<file path="src/rtl/alu_muldiv_seq.sv">
// alu_muldiv_seq: iterative multiply / divide unit for the execute stage.
// One bit is processed per clock. Multiply is shift-add and divide is restoring.
//   multiply: result = low product, result2 = high product
//   divide  : result = quotient,    result2 = remainder
// Optional feature macro: MULDIV_SIGNED_EN. It adds two's-complement operation
// through magnitude capture and a one-cycle FIX state that negates results.
module alu_muldiv_seq #(
  parameter int WIDTH = 32
) (
  input  logic             clk,
  input  logic             rst,
  input  logic             start_valid,
  output logic             start_ready,
  input  logic             op,
  input  logic             op_signed,
  input  logic [WIDTH-1:0] x,
  input  logic [WIDTH-1:0] y,
  output logic             res_valid,
  input  logic             res_ready,
  output logic [WIDTH-1:0] result,
  output logic [WIDTH-1:0] result2,
  output logic             div_by_zero,
  output logic             busy
);

  localparam int CW = $clog2(WIDTH + 1);
  localparam logic [CW-1:0] CNT_ONE  = CW'(1);
  localparam logic [CW-1:0] CNT_LAST = CW'(WIDTH - 1);

  typedef enum logic [1:0] {
    IDLE = 2'd0,
    RUN  = 2'd1,
`ifdef MULDIV_SIGNED_EN
    FIX  = 2'd3,
`endif
    DONE = 2'd2
  } state_t;

  state_t           state_r;
  logic [CW-1:0]    cnt_r;
  logic             op_r;
  logic [WIDTH-1:0] y_r;
  logic [WIDTH-1:0] acc_r;     // product high half / partial remainder
  logic [WIDTH-1:0] q_r;       // product low half / quotient

  logic [WIDTH:0]   mul_sum_s;
  logic [WIDTH:0]   div_sh_s;
  logic [WIDTH+1:0] div_trial_s;
  logic [WIDTH-1:0] acc_nxt_s;
  logic [WIDTH-1:0] q_nxt_s;
  logic [WIDTH-1:0] x_mag_s;
  logic [WIDTH-1:0] y_mag_s;
  logic             unused_s;

`ifdef MULDIV_SIGNED_EN
  logic               signed_r;
  logic               neg_a_r;   // negate product or quotient
  logic               neg_b_r;   // negate remainder (sign of dividend)
  logic               x_neg_s;
  logic               y_neg_s;
  logic [2*WIDTH-1:0] fix_prod_s;

  // Operand sign detection, magnitudes and the negated product used in FIX
  always_comb begin
    x_neg_s    = op_signed & x[WIDTH-1];
    y_neg_s    = op_signed & y[WIDTH-1];
    x_mag_s    = x_neg_s ? ({WIDTH{1'b0}} - x) : x;
    y_mag_s    = y_neg_s ? ({WIDTH{1'b0}} - y) : y;
    fix_prod_s = {(2*WIDTH){1'b0}} - {result2, result};
  end

  assign unused_s = div_trial_s[WIDTH];
`else
  // Unsigned build: operands pass straight through
  always_comb begin
    x_mag_s = x;
    y_mag_s = y;
  end

  assign unused_s = ^{div_trial_s[WIDTH], op_signed};
`endif

  // One shift-add or restoring-divide step from the current working registers
  always_comb begin
    mul_sum_s   = {1'b0, acc_r};
    if (q_r[0]) begin
      mul_sum_s = {1'b0, acc_r} + {1'b0, y_r};
    end else begin
      mul_sum_s = {1'b0, acc_r};
    end
    div_sh_s    = {acc_r, q_r[WIDTH-1]};
    div_trial_s = {1'b0, div_sh_s} - {2'b00, y_r};
    if (op_r) begin
      if (div_trial_s[WIDTH+1]) begin
        acc_nxt_s = div_sh_s[WIDTH-1:0];
        q_nxt_s   = {q_r[WIDTH-2:0], 1'b0};
      end else begin
        acc_nxt_s = div_trial_s[WIDTH-1:0];
        q_nxt_s   = {q_r[WIDTH-2:0], 1'b1};
      end
    end else begin
      acc_nxt_s = mul_sum_s[WIDTH:1];
      q_nxt_s   = {mul_sum_s[0], q_r[WIDTH-1:1]};
    end
  end

  // Control FSM, iteration registers and registered outputs
  always_ff @(posedge clk or posedge rst) begin
    if (rst) begin
      state_r     <= IDLE;
      cnt_r       <= {CW{1'b0}};
      op_r        <= 1'b0;
      y_r         <= {WIDTH{1'b0}};
      acc_r       <= {WIDTH{1'b0}};
      q_r         <= {WIDTH{1'b0}};
      result      <= {WIDTH{1'b0}};
      result2     <= {WIDTH{1'b0}};
      res_valid   <= 1'b0;
      div_by_zero <= 1'b0;
      busy        <= 1'b0;
      start_ready <= 1'b1;
`ifdef MULDIV_SIGNED_EN
      signed_r    <= 1'b0;
      neg_a_r     <= 1'b0;
      neg_b_r     <= 1'b0;
`endif
    end else begin
      case (state_r)
        IDLE: begin
          if (start_valid) begin
            op_r        <= op;
            y_r         <= y_mag_s;
            q_r         <= x_mag_s;
            acc_r       <= {WIDTH{1'b0}};
            cnt_r       <= {CW{1'b0}};
            busy        <= 1'b1;
            start_ready <= 1'b0;
            state_r     <= RUN;
`ifdef MULDIV_SIGNED_EN
            signed_r    <= op_signed;
            neg_a_r     <= x_neg_s ^ y_neg_s;
            neg_b_r     <= x_neg_s;
`endif
            // Divide by zero: preload the result; RUN completes it next edge
            if (op && (y == {WIDTH{1'b0}})) begin
              result      <= {WIDTH{1'b1}};
              result2     <= x;
              div_by_zero <= 1'b1;
            end else begin
              div_by_zero <= 1'b0;
            end
          end else begin
            state_r <= IDLE;
          end
        end
        RUN: begin
          cnt_r <= cnt_r + CNT_ONE;
          if (div_by_zero) begin
            state_r   <= DONE;
            res_valid <= 1'b1;
          end else begin
            acc_r <= acc_nxt_s;
            q_r   <= q_nxt_s;
            if (cnt_r == CNT_LAST) begin
              result  <= q_nxt_s;
              result2 <= acc_nxt_s;
`ifdef MULDIV_SIGNED_EN
              if (signed_r) begin
                state_r <= FIX;
              end else begin
                state_r   <= DONE;
                res_valid <= 1'b1;
              end
`else
              state_r   <= DONE;
              res_valid <= 1'b1;
`endif
            end else begin
              state_r <= RUN;
            end
          end
        end
`ifdef MULDIV_SIGNED_EN
        FIX: begin
          if (!op_r) begin
            if (neg_a_r) begin
              {result2, result} <= fix_prod_s;
            end else begin
              {result2, result} <= {result2, result};
            end
          end else begin
            if (neg_a_r) begin
              result <= fix_prod_s[WIDTH-1:0];
            end else begin
              result <= result;
            end
            if (neg_b_r) begin
              result2 <= {WIDTH{1'b0}} - result2;
            end else begin
              result2 <= result2;
            end
          end
          state_r   <= DONE;
          res_valid <= 1'b1;
        end
`endif
        DONE: begin
          if (res_ready) begin
            state_r     <= IDLE;
            res_valid   <= 1'b0;
            busy        <= 1'b0;
            start_ready <= 1'b1;
          end else begin
            state_r <= DONE;
          end
        end
        default: begin
          state_r     <= IDLE;
          res_valid   <= 1'b0;
          busy        <= 1'b0;
          start_ready <= 1'b1;
        end
      endcase
    end
  end

endmodule

</file>
<file path="config.mk">
export PLATFORM = sky130hd
export DESIGN_NAME = alu_muldiv_seq
export DESIGN_NICKNAME = d
export VERILOG_FILES = /design/src/rtl/alu_muldiv_seq.sv
export SDC_FILE = /design/constraint.sdc
export NUM_CORES = 1
export LEC_CHECK = 0
export CORE_MARGIN = 2
export CORE_UTILIZATION = 52
export CTS_CLUSTER_SIZE = 30
export DETAILED_ROUTE_END_ITERATION = 7
export GPL_TIMING_DRIVEN = 0
export MAX_ROUTING_LAYER = met4
export PLACE_DENSITY = 0.75
export SYNTH_ARGS = -nofsm -noshare
export SYNTH_HDL_FRONTEND = slang
export SYNTH_SLANG_ARGS = --single-unit
export TNS_END_PERCENT = 5
</file>
<file path="constraint.sdc">
create_clock -name clk -period 6.05 [get_ports clk]
set_input_delay 1.815 -clock clk [delete_from_list [all_inputs] [get_ports clk]]
set_output_delay 1.815 -clock clk [all_outputs]
set_load 0.05 [all_outputs]
</file>
==> summary.txt <==
Synthesis
  – Post-Synthesis Mean Instance Area: 8.344 um2
  – Most used flip-flop cell after synthesis: dfrtp_1
  – Mapped cell area: 11970 um2
  – Largest area contributor in the netlist: dfrtp_1
  – Fraction of the mapped netlist area in compound gates: 0.2675
  – Post-synth top area share: 0.3595
  – Seq/Total Area, Yosys: 0.3617
  – Multiplexer fraction of the synthesized cell area: 0.04911
  – Synthesized instance count: 1435
  – Post-Synth XOR/XNOR Area: 0.03804
  – Post-synth EDFFs: 0
  – Seq cells post-synth: 173
  – Area fraction in and, or, nand and nor cells after synthesis: 0.1660
  – Synth cell types: 82
  – Leading cell types by total area after synthesis: dfrtp_1 36%, ha_1 6.8%, o21ai_0 6.5%, a21oi_1 5.5%, nand2_1 5.5%
  – FFs w/ async S/R, synth: 1.000
  – Largest family of logic cells by synthesized area: compound AO/OA/AOI/OAI gates
  – Post-synthesis net count: 1572
  – Adder-cell area share of the yosys netlist: 0.07126
  – Synth warnings: 0

Setup path
  – CP Launch Type: primary input
  – Launch instance of the worst register-to-register path: acc_r[0]
  – Destination of the critical timing path: result2[25]
  – CP required: 6.40 ns
  – Biggest cell delay along the critical path: 0.97 ns
  – Cell count along the critical path: 9
  – CP cell instances: clkdlybuf4s50_1, nor4_1, nand4_1, nor3_1, or3_1, and3_1, clkbuf_1, nand2_1, o31ai_1
  – Critical Path Slowest Stage Cell: nor4_1
  – Destination of the worst register-to-register timing path: result2[31]
  – Worst r2r path cells: 12
  – WS Path Type: in2reg
  – Cell class contributing the biggest share of worst-path delay: simple AND/OR/NAND/NOR gates
  – Worst reg2reg setup slack: 1.94 ns
  – Largest fanout on the critical path: 10
  – Startpoint of the worst setup timing path: y[28]
  – Capturing element type of the critical path: flop
  – Buf+Inv Stages, Crit Path: 2
  – Data arrival time at the worst-slack endpoint: 5.83 ns

Timing
  – Share of the cycle needed by the critical path after routing: 0.9049
  – Count of final hold-check violations: 0
  – Minimum period implied by the final worst setup slack: 5.475 ns
  – RSZ-0062 raised after global routing: no
  – Summed negative setup slack over all endpoints: 0 ns
  – Finish-stage setup viols: 0
  – Worst slack on hold paths: 0.4864 ns
  – Clock tree skew after final layout: 0.01472 ns
  – Slew Limit Headroom: 0.2375
  – Minimum setup slack in the final design: 0.5751 ns
  – Worst-Margin Slew: 1.133 ns
  – Final-report max-slew violation count: 0
  – Highest clock rate: 182.7 MHz

Placed design
  – Port-buffer cells: 136
  – Setup slack after placement: 0.2534 ns
  – Final weighted congestion in routability-driven placement: 1.020
  – Placed wire-length estimate after detailed placement: 34730 um

Global routing
  – First-pass GRT wire length: 67970 um
  – Top Usage Layer GRT: met2
  – Vias in the first global route: 11860
  – Met2 Use GR: 0.5862
  – Gr ovfl total: 0
  – GR met3 Demand/Resource: 0.07861
  – Maximum number of pins on one net before global-route repair: 42
  – Met1 Resource Use GR: 0.4966
  – Initial antenna violation count: 1
  – Total Routing Usage GR: 0.3792

Flow run
  – Count of max-cap constraint violations: 0

Clock tree
  – Clock tree from TritonCTS: built
  – CTS hold repair buffers: 0
  – Clock sinks: 173
  – Worst-skew pair later-pin latency: 0.45 ns
  – Clock-pin slew on the worst setup and hold paths: 0.08 ns
  – CTS HTree Levels: 4
  – Post-CTS setup repair buffer count: 0
  – Quantity of gates resized following cts: 0
  – TritonCTS buffer count: 17
  – Maximum clock path buffer count: 2
  – Clock root cell: clkbuf_16

Routing
  – Final routed DRC violation total: 0
  – Antenna violation net count after detailed routing: 0
  – Routed WL per cell: 23.54 um
  – Total vias in the final route: 12310
  – Wire length after detailed routing: 44570 um
  – Routed vias/inst: 6.505
  – DR pass1 iterations: 7
  – 1st-iter DRT viols: 1247

Layout
  – Synthesis-to-layout area growth: 20.08%
  – Multi-input logic area: 7088 um2
  – Most common cell after layout, fill and taps aside: nand2_1
  – FF/Latch Area: 4330 um2
  – Leading cell types in the layout, fill and taps excluded: 175 x nand2_1, 172 x dfrtp_1, 156 x o21ai_0
  – Fill count: 2051
  – Share of final-layout standard cells stronger than drive strength 1: 0.05414
  – NumNets Final: 1731
  – End-of-flow core utilization: 0.6351

Worst hold path
  – Path category of the worst min-delay check: reg2reg
  – Launch instance of the worst min-delay path: result2[8]

Floorplan
  – Number of core rows: 55
  – I/O pins: 138
  – Starting density of the core: 0.5289
  – Die area: 24260 um2
  – Die X: 155.7 um
  – Die Height: 155.7 um
  – Std-Cell Core Area: 22640 um2

Status
  – Outcome: finished, final reports clean
[cells in the mapped netlist (9+ instances only)]
library cell,number
nand2_1,175
dfrtp_1,172
o21ai_0,156
a21oi_1,132
nor2_1,116
ha_1,65
clkbuf_1,62
inv_1,50
mux2i_1,43
xnor2_1,34
a31oi_1,33
o211ai_1,33
nand3_1,30
nor3_1,20
xor2_1,18
a21o_1,17
and3_1,17
or3_1,17
a211oi_1,16
nand4_1,16
nand2b_1,15
mux2_2,14
o21a_1,12
a32o_1,10
buf_1,10
o31ai_1,10
a211o_1,9
a22o_1,9
buf_2,9
[state kept, by name, summed over array words and instances (netlist names)]
register,flops
busy,1
start_ready,1
res_valid,1
result,32
y_r,32
q_r,32
op_r,1
state_r,2
div_by_zero,1
cnt_r,6
result2,32
acc_r,32
[area by class of cell]
type                       instances  share of cell area
sequential                       173              0.3012
multi-input combinational       1124              0.4930
buffer                            87             0.02532
antenna                            1           0.0001740
inverter                          51             0.01357
tap                              285             0.02480
clock buffer                      18             0.02985
timing repair buffer             140              0.1002
clock inverter                    14             0.01192
[worst min path at each step]
stage | endpoint | slack (ns) | cells after the start
final | result2[8] | 0.49 | 2
after global placement | result2[0] | 0.48 | 2
after detailed placement | result2[8] | 0.47 | 2
after floorplan | cnt_r[5] | 0.47 | 1
after global routing | result2[13] | 0.52 | 2
after CTS | result2[0] | 0.49 | 2
[stage by stage]
| step | instance area (um2) | cells |
|---|---|---|
| 2_1_floorplan | 11980 | 1435 |
| 3_3_place_gp | 13700 | 1856 |
| 3_5_place_dp | 13780 | 1860 |
| 4_1_cts | 14380 | 1892 |
| 5_1_grt | 14380 | 1893 |
| 6_report | 14380 | 1893 |
[worst min-delay path, stage by stage, from the launching register on]
cell     delay [ns]
dfrtp_1        0.35
nand2_1        0.05
o21ai_0        0.06
[metal layers]
layer  wire length, um  vias up
met3              4421      125
met1             18140     5938
met2             20310      704
met5                 0        -
met4              1698        0
li1                  -     5547
[cells by family after synthesis]
group	Yosys count
xor gates and xnor gates	52
adders and majority gates	67
AOI/OAI and AO/OA	506
muxes	57
buffers and inverters	138
and+or+nand+nor	442
DFF	173
Power is not shown: default switching activity piles up to over one toggle a cycle in this logic, so the estimate is an artifact.
